<file path="src/rtl/raycast_pkg.sv">
// rtl/raycast_pkg.sv - shared ray-stage FSM encodings and dispatcher state type
package raycast_pkg;

   // Ray-stage FSM encoding, shared with the FSM itself so both ends agree.
   typedef enum logic [1:0] {
      FSM_IDLE    = 2'b00,
      FSM_FEED    = 2'b01,
      FSM_PROCESS = 2'b10,
      FSM_DONE    = 2'b11
   } fsm_state_t;

   typedef enum logic [2:0] {
      D_IDLE,
      D_TO_FEED,
      D_WAIT_FEED,
      D_LOAD,
      D_TO_PROC,
      D_WAIT_PROC,
      D_RUN,
      D_WAIT_DONE
   } disp_state_t;

endpackage

</file>
<file path="src/rtl/ray_angle_accum.sv">
// rtl/ray_angle_accum.sv - load/step angle accumulator, wraps modulo 2^ANGLE_W
module ray_angle_accum #(
   parameter int ANGLE_W = 10,
   parameter int STEP    = 1
) (
   input  logic               clk,
   input  logic               reset,
   input  logic               load,
   input  logic               step,
   input  logic [ANGLE_W-1:0] load_value,
   output logic [ANGLE_W-1:0] angle
);

   localparam logic [ANGLE_W-1:0] STEP_W = ANGLE_W'(STEP);

   always_ff @(posedge clk) begin
      if (reset) begin
         angle <= '0;
      end else if (load) begin
         angle <= load_value;
      end else if (step) begin
         angle <= angle + STEP_W;
      end
   end

endmodule

</file>
<file path="src/rtl/ray_dispatcher.sv">
// rtl/ray_dispatcher.sv - per-frame sequencer stepping the ray-stage FSM and ray processor
module ray_dispatcher
   import raycast_pkg::*;
#(
   parameter int NUM_RAYS   = 320,
   parameter int IDX_W      = 9,
   parameter int ANGLE_W    = 10,
   parameter int HALF_FOV   = 85,
   parameter int ANGLE_STEP = 1,
   parameter int WAIT_LIMIT = 7
) (
   input  logic               clk,
   input  logic               reset,
   input  logic               frame_start,
   input  logic [ANGLE_W-1:0] player_angle,
   input  logic [1:0]         fsm_state,
   output logic               switch_state,
   output logic [IDX_W-1:0]   ray_idx,
   output logic [ANGLE_W-1:0] ray_angle,
   output logic               ray_start,
   input  logic               ray_done,
   output logic               frame_done,
   output logic               busy
);

   localparam logic [ANGLE_W-1:0] HALF_FOV_W = ANGLE_W'(HALF_FOV);
   localparam logic [IDX_W-1:0]   LAST_IDX   = IDX_W'(NUM_RAYS - 1);
   localparam int                 WC_W       = (WAIT_LIMIT > 1) ? $clog2(WAIT_LIMIT) : 1;
   localparam logic [WC_W-1:0]    WAIT_LAST  = WC_W'(WAIT_LIMIT - 1);

   disp_state_t        state;
   logic [IDX_W-1:0]   cur_idx;
   logic [WC_W-1:0]    wait_cnt;
   logic [ANGLE_W-1:0] acc_angle;
   logic [ANGLE_W-1:0] acc_load_value;
   logic               accept;
   logic               acc_step;

   assign accept         = (state == D_IDLE) && frame_start;
   assign acc_step       = (state == D_WAIT_DONE) && ray_done && (cur_idx != LAST_IDX);
   assign acc_load_value = player_angle - HALF_FOV_W;

   ray_angle_accum #(
      .ANGLE_W (ANGLE_W),
      .STEP    (ANGLE_STEP)
   ) u_accum (
      .clk        (clk),
      .reset      (reset),
      .load       (accept),
      .step       (acc_step),
      .load_value (acc_load_value),
      .angle      (acc_angle)
   );

   // switch_state is registered, so the pulse for a D_TO_* cycle is decided on
   // entry; the FSM only moves on our own pulses, so fsm_state is stable then.
   always_ff @(posedge clk) begin
      if (reset) begin
         state        <= D_IDLE;
         switch_state <= 1'b0;
         ray_start    <= 1'b0;
         frame_done   <= 1'b0;
         busy         <= 1'b0;
         ray_idx      <= '0;
         ray_angle    <= '0;
         cur_idx      <= '0;
         wait_cnt     <= '0;
      end else begin
         switch_state <= 1'b0;
         ray_start    <= 1'b0;
         frame_done   <= 1'b0;
         case (state)
            D_IDLE: begin
               if (frame_start) begin
                  cur_idx      <= '0;
                  busy         <= 1'b1;
                  switch_state <= (fsm_state != FSM_FEED);
                  state        <= D_TO_FEED;
               end
            end
            D_TO_FEED: begin
               if (!switch_state && fsm_state == FSM_FEED) begin
                  ray_idx   <= cur_idx;
                  ray_angle <= acc_angle;
                  state     <= D_LOAD;
               end else begin
                  wait_cnt <= '0;
                  state    <= D_WAIT_FEED;
               end
            end
            D_WAIT_FEED: begin
               if (fsm_state == FSM_FEED) begin
                  ray_idx   <= cur_idx;
                  ray_angle <= acc_angle;
                  state     <= D_LOAD;
               end else if (wait_cnt == WAIT_LAST) begin
                  switch_state <= 1'b1;
                  state        <= D_TO_FEED;
               end else begin
                  wait_cnt <= wait_cnt + 1'b1;
               end
            end
            D_LOAD: begin
               switch_state <= (fsm_state != FSM_PROCESS);
               state        <= D_TO_PROC;
            end
            D_TO_PROC: begin
               if (!switch_state && fsm_state == FSM_PROCESS) begin
                  ray_start <= 1'b1;
                  state     <= D_RUN;
               end else begin
                  wait_cnt <= '0;
                  state    <= D_WAIT_PROC;
               end
            end
            D_WAIT_PROC: begin
               // A DONE FSM needs several retries (DONE->IDLE->FEED->PROCESS).
               if (fsm_state == FSM_PROCESS) begin
                  ray_start <= 1'b1;
                  state     <= D_RUN;
               end else if (wait_cnt == WAIT_LAST) begin
                  switch_state <= 1'b1;
                  state        <= D_TO_PROC;
               end else begin
                  wait_cnt <= wait_cnt + 1'b1;
               end
            end
            D_RUN: begin
               state <= D_WAIT_DONE;
            end
            D_WAIT_DONE: begin
               if (ray_done) begin
                  if (cur_idx == LAST_IDX) begin
                     frame_done <= 1'b1;
                     busy       <= 1'b0;
                     state      <= D_IDLE;
                  end else begin
                     cur_idx      <= cur_idx + 1'b1;
                     switch_state <= (fsm_state != FSM_FEED);
                     state        <= D_TO_FEED;
                  end
               end
            end
            default: state <= D_IDLE;
         endcase
      end
   end

endmodule

</file>
<file path="config.mk">
export PLATFORM = sky130hd
export DESIGN_NAME = ray_dispatcher
export DESIGN_NICKNAME = d
export VERILOG_FILES = /design/src/rtl/raycast_pkg.sv /design/src/rtl/ray_angle_accum.sv /design/src/rtl/ray_dispatcher.sv
export SDC_FILE = /design/constraint.sdc
export NUM_CORES = 1
export LEC_CHECK = 0
export BUFFER_PORTS_ARGS = -buffer_cell sky130_fd_sc_hd__buf_4
export CAP_MARGIN = 10
export CORE_MARGIN = 1
export CORE_UTILIZATION = 50
export CTS_BUF_LIST = sky130_fd_sc_hd__clkbuf_8
export DETAILED_ROUTE_END_ITERATION = 10
export PLACE_DENSITY = 0.72
export SLEW_MARGIN = 20
export SYNTH_ARGS = -nofsm -noshare
export SYNTH_HDL_FRONTEND = slang
export SYNTH_SLANG_ARGS = --single-unit
</file>
<file path="constraint.sdc">
create_clock -name clk -period 3.27 [get_ports clk]
set_clock_uncertainty 0.15 [all_clocks]
set_input_delay 0.327 -clock clk [delete_from_list [all_inputs] [get_ports clk]]
set_output_delay 0.327 -clock clk [all_outputs]
set_load 0.01 [all_outputs]
</file>
==> results.ini, run 1 <==
[outcome]
outcome=finished with violations
violations=DRC

[cells_and_area]
finalNonFillerCells=363
synthToLayoutAreaGrowth_pct=15.99
nets=331
drive_gt1_share_pct=17.04
num-fill-cells=407
diodes=0
final_cell_mix=dfxtp_1, buf_4, nor2_1, nand2_1, a21oi_1
final_util_pct=62.08
layout_commonest_cell=dfxtp_1

[floorplanning]
die_x_um=71.21
coreArea_sq_um=4474
die_y_um=71.21
fp-row-count=24
initial_core_util_pct=53.52
io_pins=39
die-area_sq_um=5070

[global_route]
grt_use_total_pct=21.89
grt_max_degree=31
antenna_found_initial=0
gr-total-overflow=0
first_global_vias=1950
grt_pass1_wl_um=8714

[run]
cap_viol_max_count=0

[sta]
min_period_over_period_pct=72.38
slew_headroom_pct=56.06
worst_pin_slew_ps=656.6
finalSetupTns_ps=0
slew_violations=0
post-route-min-period_ps=2367
fin_ws_ps=903.3
setup_viol=0
rsz0062_at_grt=false
final_hold_viol_count=0
fmax_mhz=422.5

[placed_design]
dp_slack_ps=990.4
gp_congestion=0.8575
place_hpwl_um=3546
numPortBuffers=38
place_inst=355

[synthesis]
synthCells=278
synth-compound-area-share_pct=16.88
synth_top_area_share_pct=40.13
ys.flop_type=dfxtp_1
ys_seq_area_share_pct=40.13
syn-cell-area_sq_um=2395
synth_top_family_by_area=simple AND/OR/NAND/NOR gates
yosys_warnings=0
synth_xor_area_share_pct=6.583
syn-num-nets=299
synthMuxAreaShare_pct=8.412
synthAdderAreaFrac_pct=2.612
synth_area_leaders=dfxtp_1, mux2i_1, nor2_1, xnor2_1, a21oi_1
synth_area_leader_cell=dfxtp_1
synth-async-reset-ratio_pct=0
synth_cell_types=47
synthSimpleGateAreaFrac_pct=21.00
avgSynthCellArea_sq_um=8.614
synth_edf_count=0
ys_ff_latch=48

[power_and_ir_drop]
power.density_nw_per_um2=508.5
cellInternalPower_uw=955.9
combPwrFrac_pct=22.8
ir_drop_mv=0.2390
p_sw_share_pct=32.32
pwr-share-seq_pct=50.8
p_sw_uw=456.5
power_leakage_uw=0.001162
clock_power_share_pct=26.5
total_power_uw=1412

[critical_path]
crit_chain=or3b_1, o31ai_4, nand2_1, a221oi_1, a2111oi_0
worstRegToRegCells=5
cp-end-kind=flip-flop
critical_path_required_ps=3270
critPathBufInv=0
critPathSlowestCell=o31ai_4
critical-path-top-delay-family=compound AO/OA/AOI/OAI gates
crit_cells=5
max_stage_delay_ps=570
arrival_ps=2360
critPathKind=flip-flop to flip-flop
start_kind=flip-flop
crit_fanout=11

[clocking]
clkTransAtPathRegs_ps=90
cts_root_buf=clkbuf_8
cts_buffers=5
ctsHoldBuffers=0
htree_levels=2
cts_tree=done
postCtsSetupBuffers=0
ctsResizeCount=0
clock_latency_ps=300
cts.path.max_buffers=2
clock_sinks=48

[detailed_routing]
wirelength_um=5102
via_per_inst=5.620
drt_pass1_iterations=7
num_vias=2040
drc_errors=2
drtAntennaViolNets=0
wl_per_cell_um=14.06
drtIter0Drc=133

[min_path]
hold_depth=2
hp-class=input port to flip-flop

sequential cells by signal, summed over array words and instances, names as in the netlist:
name	cells
ray_start	1
wait_cnt	3
ray_idx	9
busy	1
cur_idx	9
switch_state	1
state	3
ray_angle	10
u_accum.angle	10
frame_done	1
per-stage QoR:
stage,area [sq um],hold WS [ps]
final,2778,78.87
after global routing,2778,91.37
after CTS,2778,69.81
after detailed placement,2681,332.9
after global placement,2681,318.9
after floorplan,2395,272.6
cell usage after synthesis, types with 4 or more instances:
| cell type | number |
|---|---|
| nor2_1 | 34 |
| nand3_1 | 7 |
| a211oi_1 | 4 |
| mux2i_1 | 19 |
| xnor2_1 | 13 |
| xor2_1 | 5 |
| a21oi_1 | 22 |
| ha_1 | 5 |
| dfxtp_1 | 48 |
| nor2b_1 | 5 |
| nand2b_1 | 4 |
| nand2_1 | 25 |
| nor3_1 | 9 |
| clkbuf_1 | 8 |
| inv_1 | 9 |
| o21ai_0 | 13 |
power groups by stage:
| stage | Sequential (uW) | Combinational (uW) | Clock [uW] |
|---|---|---|---|
| after global placement | 729 | 313 | 0 |
| after floorplan | 689 | 270 | 0 |
| after detailed placement | 729 | 319 | 0 |
| final | 717 | 322 | 374 |
| after CTS | 716 | 323 | 382 |
| after global routing | 728 | 363 | 405 |
kinds of logic (layout without fill, tap and decap cells):
| logic type | Yosys count | count (layout) |
|---|---|---|
| buf+inv | 23 | 56 |
| compound gates | 60 | 60 |
| mux | 20 | 20 |
| fa+ha+maj | 5 | 5 |
| simple gates | 104 | 104 |
| xor+xnor | 18 | 18 |
| flops | 48 | 48 |
worst paths after layout:
kind | start | end | slack, ps
hold reg to reg | wait_cnt[2] | wait_cnt[2] | 340
hold / removal | player_angle[0] | u_accum.angle[0] | 80
setup reg to reg | cur_idx[6] | switch_state | 900
setup / recovery | cur_idx[6] | switch_state | 900
cell type report:
class | instances | area (sq um) | share of cell area, %
clock buffers | 6 | 82.58 | 2.973
clock inverters | 2 | 13.76 | 0.4955
inverters | 9 | 33.78 | 1.216
multi-input cells | 207 | 1329 | 47.84
flip-flops and latches | 48 | 960.9 | 34.59
well taps | 52 | 65.06 | 2.342
repair buffers | 39 | 292.8 | 10.54
routing by layer:
metal	up-vias	global-route usage, %	wire [um]	part of all wire, %
met3	7	4.274	206	4.0
li1	1056	-	-	-
met4	0	8.222	75	1.5
met1	926	28.19	2387	47
met5	-	0	0	0
met2	51	36.30	2433	48
(Power assumes the default switching activity.)
==> run 2, diff against run 1 <==
- ABC_AREA: unset -> 1
- PLACE_DENSITY: 0.72 -> 0.71
- clock period: 3.27 -> 2.2 ns (I/O delays scaled with it)
==> run 2 against run 1 <==
Effect of this change:
- synthesized cell count up 40%
- count of clock-buffer cells in the layout shrank 1
- maximum frequency is 24% higher
- utilization fell by 0.74 points
- first-iteration DRC count fell by 2.3%
- the run now ends clean
- setup slack worse by 610 ps
- largest power group unchanged
- global-route usage rose by 2.6 points
- critical path depth rose by 4
- critical path type unchanged
- sequential cell count stayed put
==> results.ini, run 2 <==
[power_and_ir_drop]
total_power_uw=3109  ; +120%
ir_drop_mv=0.4231  ; +77%
p_sw_uw=1176  ; +160%
power_leakage_uw=0.001480  ; +27%
cellInternalPower_uw=1933  ; +100%
combPwrFrac_pct=36.3  ; +13 points
pwr-share-seq_pct=38.9  ; -12 points
p_sw_share_pct=37.83  ; +5.5 points
clock_power_share_pct=24.8  ; -1.7 points
power.density_nw_per_um2=986.1  ; +94%

[cells_and_area]
synthToLayoutAreaGrowth_pct=16.72
diodes=0  ; unchanged
nets=447  ; +35%
layout_commonest_cell=nand2_1
final_util_pct=61.34  ; -0.74 points
drive_gt1_share_pct=18.27  ; +1.2 points
num-fill-cells=506  ; +24%
final_cell_mix=nand2_1, inv_1, dfxtp_1, o21ai_0, buf_4
top_regs=ray_angle (10), u_accum.angle (10)

[placed_design]
numPortBuffers=38  ; unchanged
place_hpwl_um=4684  ; +32%
gp_congestion=0.9490  ; +11%

[synthesis]
synthCells=390  ; +40%
synthTopCellsByCount=nand2_1, inv_1, dfxtp_1
synth-async-reset-ratio_pct=0  ; unchanged
ys_seq_area_share_pct=35.57  ; -4.6 points
yosys_warnings=0  ; unchanged
synth_top_area_share_pct=35.57  ; -4.6 points
synth_xor_area_share_pct=1.621  ; -5.0 points
synth_area_leader_cell=dfxtp_1
synth_edf_count=0  ; unchanged
synthAdderAreaFrac_pct=2.316  ; -0.30 points
synth_cell_types=35  ; -26%
synth_most_common_cell=nand2_1
ys_ff_latch=48  ; unchanged
ys.flop_type=dfxtp_1
synth-compound-area-share_pct=17.74  ; +0.86 points
synth_top_family_by_area=simple AND/OR/NAND/NOR gates
syn-cell-area_sq_um=2701  ; +13%
synthMuxAreaShare_pct=0  ; -8.4 points
synthSimpleGateAreaFrac_pct=31.54  ; +11 points
syn-num-nets=411  ; +37%
avgSynthCellArea_sq_um=6.927  ; -20%
synth_area_leaders=dfxtp_1, nand2_1, o21ai_0, inv_1, nor2_1

[clocking]
cts_root_buf=clkbuf_8
cts_tree=done
clock_latency_ps=310  ; about the same
ctsHoldBuffers=0  ; unchanged
clock_sinks=48  ; unchanged
htree_levels=2  ; unchanged
ctsResizeCount=0  ; unchanged
clkTransAtPathRegs_ps=100  ; about the same
postCtsSetupBuffers=0  ; unchanged
cts_buffers=5  ; unchanged
cts.path.max_buffers=2  ; unchanged

[sta]
post-route-min-period_ps=1903  ; -463.3 ps
worst_pin_slew_ps=423.9  ; -232.8 ps
slew_violations=0  ; unchanged
hold_ws_ps=63.18  ; -15.69 ps
fmax_mhz=525.4  ; +24%
rsz0062_at_grt=false
setup_viol=0  ; unchanged
slew_headroom_pct=71.71  ; +16 points
final_hold_viol_count=0  ; unchanged
min_period_over_period_pct=86.52  ; +14 points
finalSetupTns_ps=0  ; unchanged

[critical_path]
rrSetupSlack_ps=300  ; -610 ps
r2r-end=cur_idx[6]
max_stage_delay_ps=420  ; -150 ps
crit_chain=ha_1, nand2_1, nor3_4, nand2_4, nand2_8, nand2_8, nand2_1, nor2_1, nor3_1
start_kind=flip-flop
cp-end-kind=flip-flop
critical_path_required_ps=2270  ; -1000 ps
crit_fanout=19  ; +8
critPathKind=flip-flop to flip-flop
worstRegToRegCells=9  ; +4
arrival_ps=1970  ; -390 ps
timing.rr.start=cur_idx[0]
critPathSlowestCell=dfxtp_1

[floorplanning]
die_y_um=75.50  ; +6.0%
fp-row-count=26  ; +8.3%
coreArea_sq_um=5140  ; +15%
initial_core_util_pct=52.56  ; -0.97 points
die-area_sq_um=5700  ; +12%
io_pins=39  ; unchanged
die_x_um=75.50  ; +6.0%

[detailed_routing]
via_per_inst=5.185  ; -7.7%
wl_per_cell_um=12.46  ; -11%
drtAntennaViolNets=0  ; unchanged
drt_pass1_iterations=4  ; -3
wirelength_um=6193  ; +21%
num_vias=2577  ; +26%
drtIter0Drc=130  ; -2.3%
drc_errors=0  ; -2

[global_route]
antenna_found_initial=0  ; unchanged
met1_usage_pct=32.27  ; +4.1 points
grt_pass1_wl_um=10680  ; +23%
met3_usage_pct=2.910  ; -1.4 points
grt_max_degree=31  ; unchanged
gr-total-overflow=0  ; unchanged
global_route.usage.met2_pct=42.16  ; +5.9 points
busiest_layer=met2
grt_use_total_pct=24.48  ; +2.6 points
first_global_vias=2364  ; +21%

[min_path]
min_from=reset
hp-class=input port to flip-flop
whs_endpoint=u_accum.angle[9]
hold_depth=2  ; unchanged

[outcome]
outcome=complete, no violations

[run]
cap_viol_max_count=0  ; unchanged

-- run 2: cell types whose count changed in the layout (fill, tap and decap cells not counted), sizes merged, moves of 4 or more --
cell    previous run  this run
nand3              7        30
a21oi             22        35
xnor2             13         2
nand2b             4         0
o21ai             13        48
mux2i             19         0
a211oi             4         0
nand2             25        85
nor2              35        41
nor2b              5         0
inv               10        56
nand4              3        12
-- run 2: per-stage QoR --
step | setup WS, ps | std cells | instance area, sq um
after floorplan | 483.0 | 390 | 2701
after global routing | 75.58 | 497 | 3153
after detailed placement | 296.3 | 489 | 3015
final | 296.5 | 497 | 3153
after CTS | 276.9 | 497 | 3153
after global placement | 351.0 | 489 | 3015
-- run 2: layout make-up --
class / count / area [sq um] / share of cell area, %
inverter: 55 / 214.0 / 6.786
tap: 70 / 87.58 / 2.778
sequential: 48 / 960.9 / 30.48
clock buffer: 5 / 68.82 / 2.183
timing repair buffer: 42 / 315.3 / 10.00
multi-input combinational: 274 / 1438 / 45.60
clock inverter: 3 / 68.82 / 2.183
-- run 2: power groups by stage --
| stage | sequential, uW | clock (uW) | combinational [uW] |
|---|---|---|---|
| finish | 1210 | 770 | 1130 |
| global route | 1240 | 821 | 1290 |
| CTS | 1210 | 779 | 1130 |
| detailed placement | 1220 | 0 | 1130 |
| global placement | 1220 | 0 | 1120 |
| floorplan | 1220 | 0 | 838 |
-- run 2: logic make-up after synthesis --
family / count (synthesis)
AO/OA/AOI/OAI: 88
XOR/XNOR: 5
adder cells (fa/ha/maj): 5
buffers and inverters: 68
flip-flops: 48
AND/OR/NAND/NOR: 176
-- run 2: worst max path at each step --
stage | from | endpoint | slack, ps | depth (start not counted)
floorplan | cur_idx[0] | cur_idx[2] | 480 | 9
finish | cur_idx[0] | cur_idx[6] | 300 | 9
global route | cur_idx[0] | u_accum.angle[7] | 80 | 10
global placement | cur_idx[0] | cur_idx[6] | 350 | 9
detailed placement | cur_idx[0] | cur_idx[6] | 300 | 9
CTS | cur_idx[0] | cur_idx[6] | 280 | 9
-- run 2: critical path, delay by kind of cell (launching register included) --
kind	cells	cell delay, ps
adders and majority gates	1	220
and+or+nand+nor	8	1030
DFF	1	420
-- run 2: per-layer routing --
| metal | vias up | share of wire (%) |
|---|---|---|
| li1 | 1347 | - |
| met1 | 1160 | 46 |
| met2 | 60 | 48 |
| met3 | 10 | 4.2 |
| met4 | 0 | 1.5 |
| met5 | - | 0 |
==> run 3, diff against run 2 <==
- clock period: 2.2 -> 2 ns (I/O delays scaled with it)
==> run 3 against run 2 <==
Effect of this change:
- non-clock buffer count stayed put
- critical path type unchanged
- critical path depth shrank 2
- sequential cell count unchanged
==> results.ini, run 3 (synthesis results as in run 2) <==
[outcome]
outcome=complete, no violations

[clocking]
clkTransAtPathRegs_ps=90  ; about the same
cts_tree=done
clock_latency_ps=300  ; about the same
cts_buffers=5  ; unchanged
postCtsSetupBuffers=0  ; unchanged
cts.path.max_buffers=2  ; unchanged
ctsResizeCount=0  ; unchanged
ctsHoldBuffers=0  ; unchanged
cts_root_buf=clkbuf_8
clock_sinks=48  ; unchanged
htree_levels=2  ; unchanged

[floorplanning]
coreArea_sq_um=5140  ; unchanged
initial_core_util_pct=52.56  ; unchanged
io_pins=39  ; unchanged
die_y_um=75.50  ; unchanged
die_x_um=75.50  ; unchanged
die-area_sq_um=5700  ; unchanged
fp-row-count=26  ; unchanged

[sta]
post-route-min-period_ps=1806  ; -97.27 ps
fmax_mhz=553.7  ; +5.4%
rsz0062_at_grt=false
finalSetupTns_ps=0  ; unchanged
slew_headroom_pct=67.18  ; -4.5 points
hold_ws_ps=54.90  ; -8.278 ps
slew_violations=0  ; unchanged
final_hold_viol_count=0  ; unchanged
worst_pin_slew_ps=490.5  ; +66.64 ps
min_period_over_period_pct=90.31  ; +3.8 points
setup_viol=0  ; unchanged

[placed_design]
place_hpwl_um=4501  ; -3.9%
numPortBuffers=38  ; unchanged
gp_congestion=0.8419  ; -11%

[critical_path]
cp-end-kind=flip-flop
crit_chain=inv_1, nand3_4, inv_2, nand2_1, o21ai_0, o21ai_0, a21oi_1
crit_fanout=15  ; -4
arrival_ps=1890  ; -80 ps
critPathKind=flip-flop to flip-flop
worstRegToRegCells=7  ; -2
timing.rr.start=state[2]
start_kind=flip-flop
crit_top_cell=o21ai_0
critical_path_required_ps=2080  ; -190 ps
critical-path-top-delay-family=buffers and inverters
r2r-end=u_accum.angle[4]
rrSetupSlack_ps=190  ; -100 ps
max_stage_delay_ps=330  ; -90 ps
critPathSlowestCell=dfxtp_1
critPathBufInv=2  ; +2

[cells_and_area]
final_cell_mix=nand2_1, inv_1, dfxtp_1, o21ai_0, buf_4
final_util_pct=61.03  ; -0.32 points
nets=447  ; unchanged
layout_commonest_cell=nand2_1
num-fill-cells=531  ; +4.9%
diodes=0  ; unchanged
synthToLayoutAreaGrowth_pct=16.12
top_regs=ray_angle (10), u_accum.angle (10)
drive_gt1_share_pct=18.27  ; unchanged
seq_area_sq_um=962.2  ; +0.13%
multi_input_area_sq_um=1438  ; unchanged

[detailed_routing]
drtAntennaViolNets=0  ; unchanged
via_per_inst=5.058  ; -2.4%
wirelength_um=6005  ; -3.0%
num_vias=2514  ; -2.4%
drt_pass1_iterations=4  ; unchanged
wl_per_cell_um=12.08  ; -3.0%
drtIter0Drc=128  ; -1.5%
drc_errors=0  ; unchanged

[global_route]
grt_max_degree=34  ; +9.7%
antenna_found_initial=0  ; unchanged
gr-total-overflow=0  ; unchanged
first_global_vias=2242  ; -5.2%
grt_use_total_pct=22.44  ; -2.0 points
grt_pass1_wl_um=9729  ; -8.9%

[min_path]
min_from=fsm_state[1]
hp-class=input port to flip-flop
hold_depth=3  ; +1
whs_endpoint=switch_state

[power_and_ir_drop]
ir_drop_mv=0.6745  ; +59%
power.density_nw_per_um2=1043  ; +5.8%
power_leakage_uw=0.001475  ; -0.34%

[run]
cap_viol_max_count=0  ; unchanged

==> run 3: changes by cell type in the layout (fill, tap and decap cells not counted) <==
cell / change
buf_12: +1
buf_4: -1
bufinv_16: -1
clkinv_2: +1
dfxtp_1: -1
dfxtp_2: +1
inv_1: +1
inv_6: -1
==> run 3: power breakdown <==
group	total (uW)	internal (uW)	switching, uW	leakage, uW
combinational	1270	490	779	0.00102
sequential	1320	1160	164	0.000392
clock	684	366	318	0.0000593
==> run 3: worst max path at each step <==
stage	start	endpoint	cells past startpoint
after floorplan	cur_idx[0]	cur_idx[2]	9
after CTS	cur_idx[0]	u_accum.angle[7]	10
final	state[2]	u_accum.angle[4]	7
after global routing	state[2]	u_accum.angle[4]	7
after detailed placement	cur_idx[0]	u_accum.angle[7]	10
after global placement	cur_idx[0]	u_accum.angle[7]	10
==> run 3: worst register-to-register path, stage by stage, from the launching register on <==
cell     delay [ps]
dfxtp_1         330
inv_1           310
nand3_4         270
inv_2           210
nand2_1          60
o21ai_0         180
o21ai_0         120
a21oi_1         110
==> run 3: routing by layer <==
metal  global-route usage [%]  up-vias  wire (um)
li1                         -     1347          -
met1                    29.75     1110       2896
met2                    37.70       48       2795
met3                    3.968        9        243
met4                    6.173        0         70
met5                        0        -          0
==> run 3: final cells by class <==
| type | count | share of cell area, % |
|---|---|---|
| multi-input combinational | 274 | 45.83 |
| inverter | 55 | 6.821 |
| sequential | 48 | 30.67 |
| clock buffer | 5 | 2.194 |
| tap | 70 | 2.792 |
| timing repair buffer | 42 | 10.45 |
| clock inverter | 3 | 1.237 |
==> run 3: per-stage QoR <==
| stage | power [uW] | worst slack (ps) | cell area, sq um | instances |
|---|---|---|---|---|
| after floorplan | 2260 | 283.0 | 2701 | 390 |
| after global placement | 2591 | 159.9 | 3028 | 489 |
| after detailed placement | 2605 | 113.3 | 3028 | 489 |
| after CTS | 3290 | 91.84 | 3136 | 497 |
| after global routing | 3523 | 14.71 | 3137 | 497 |
| final | 3272 | 193.8 | 3137 | 497 |
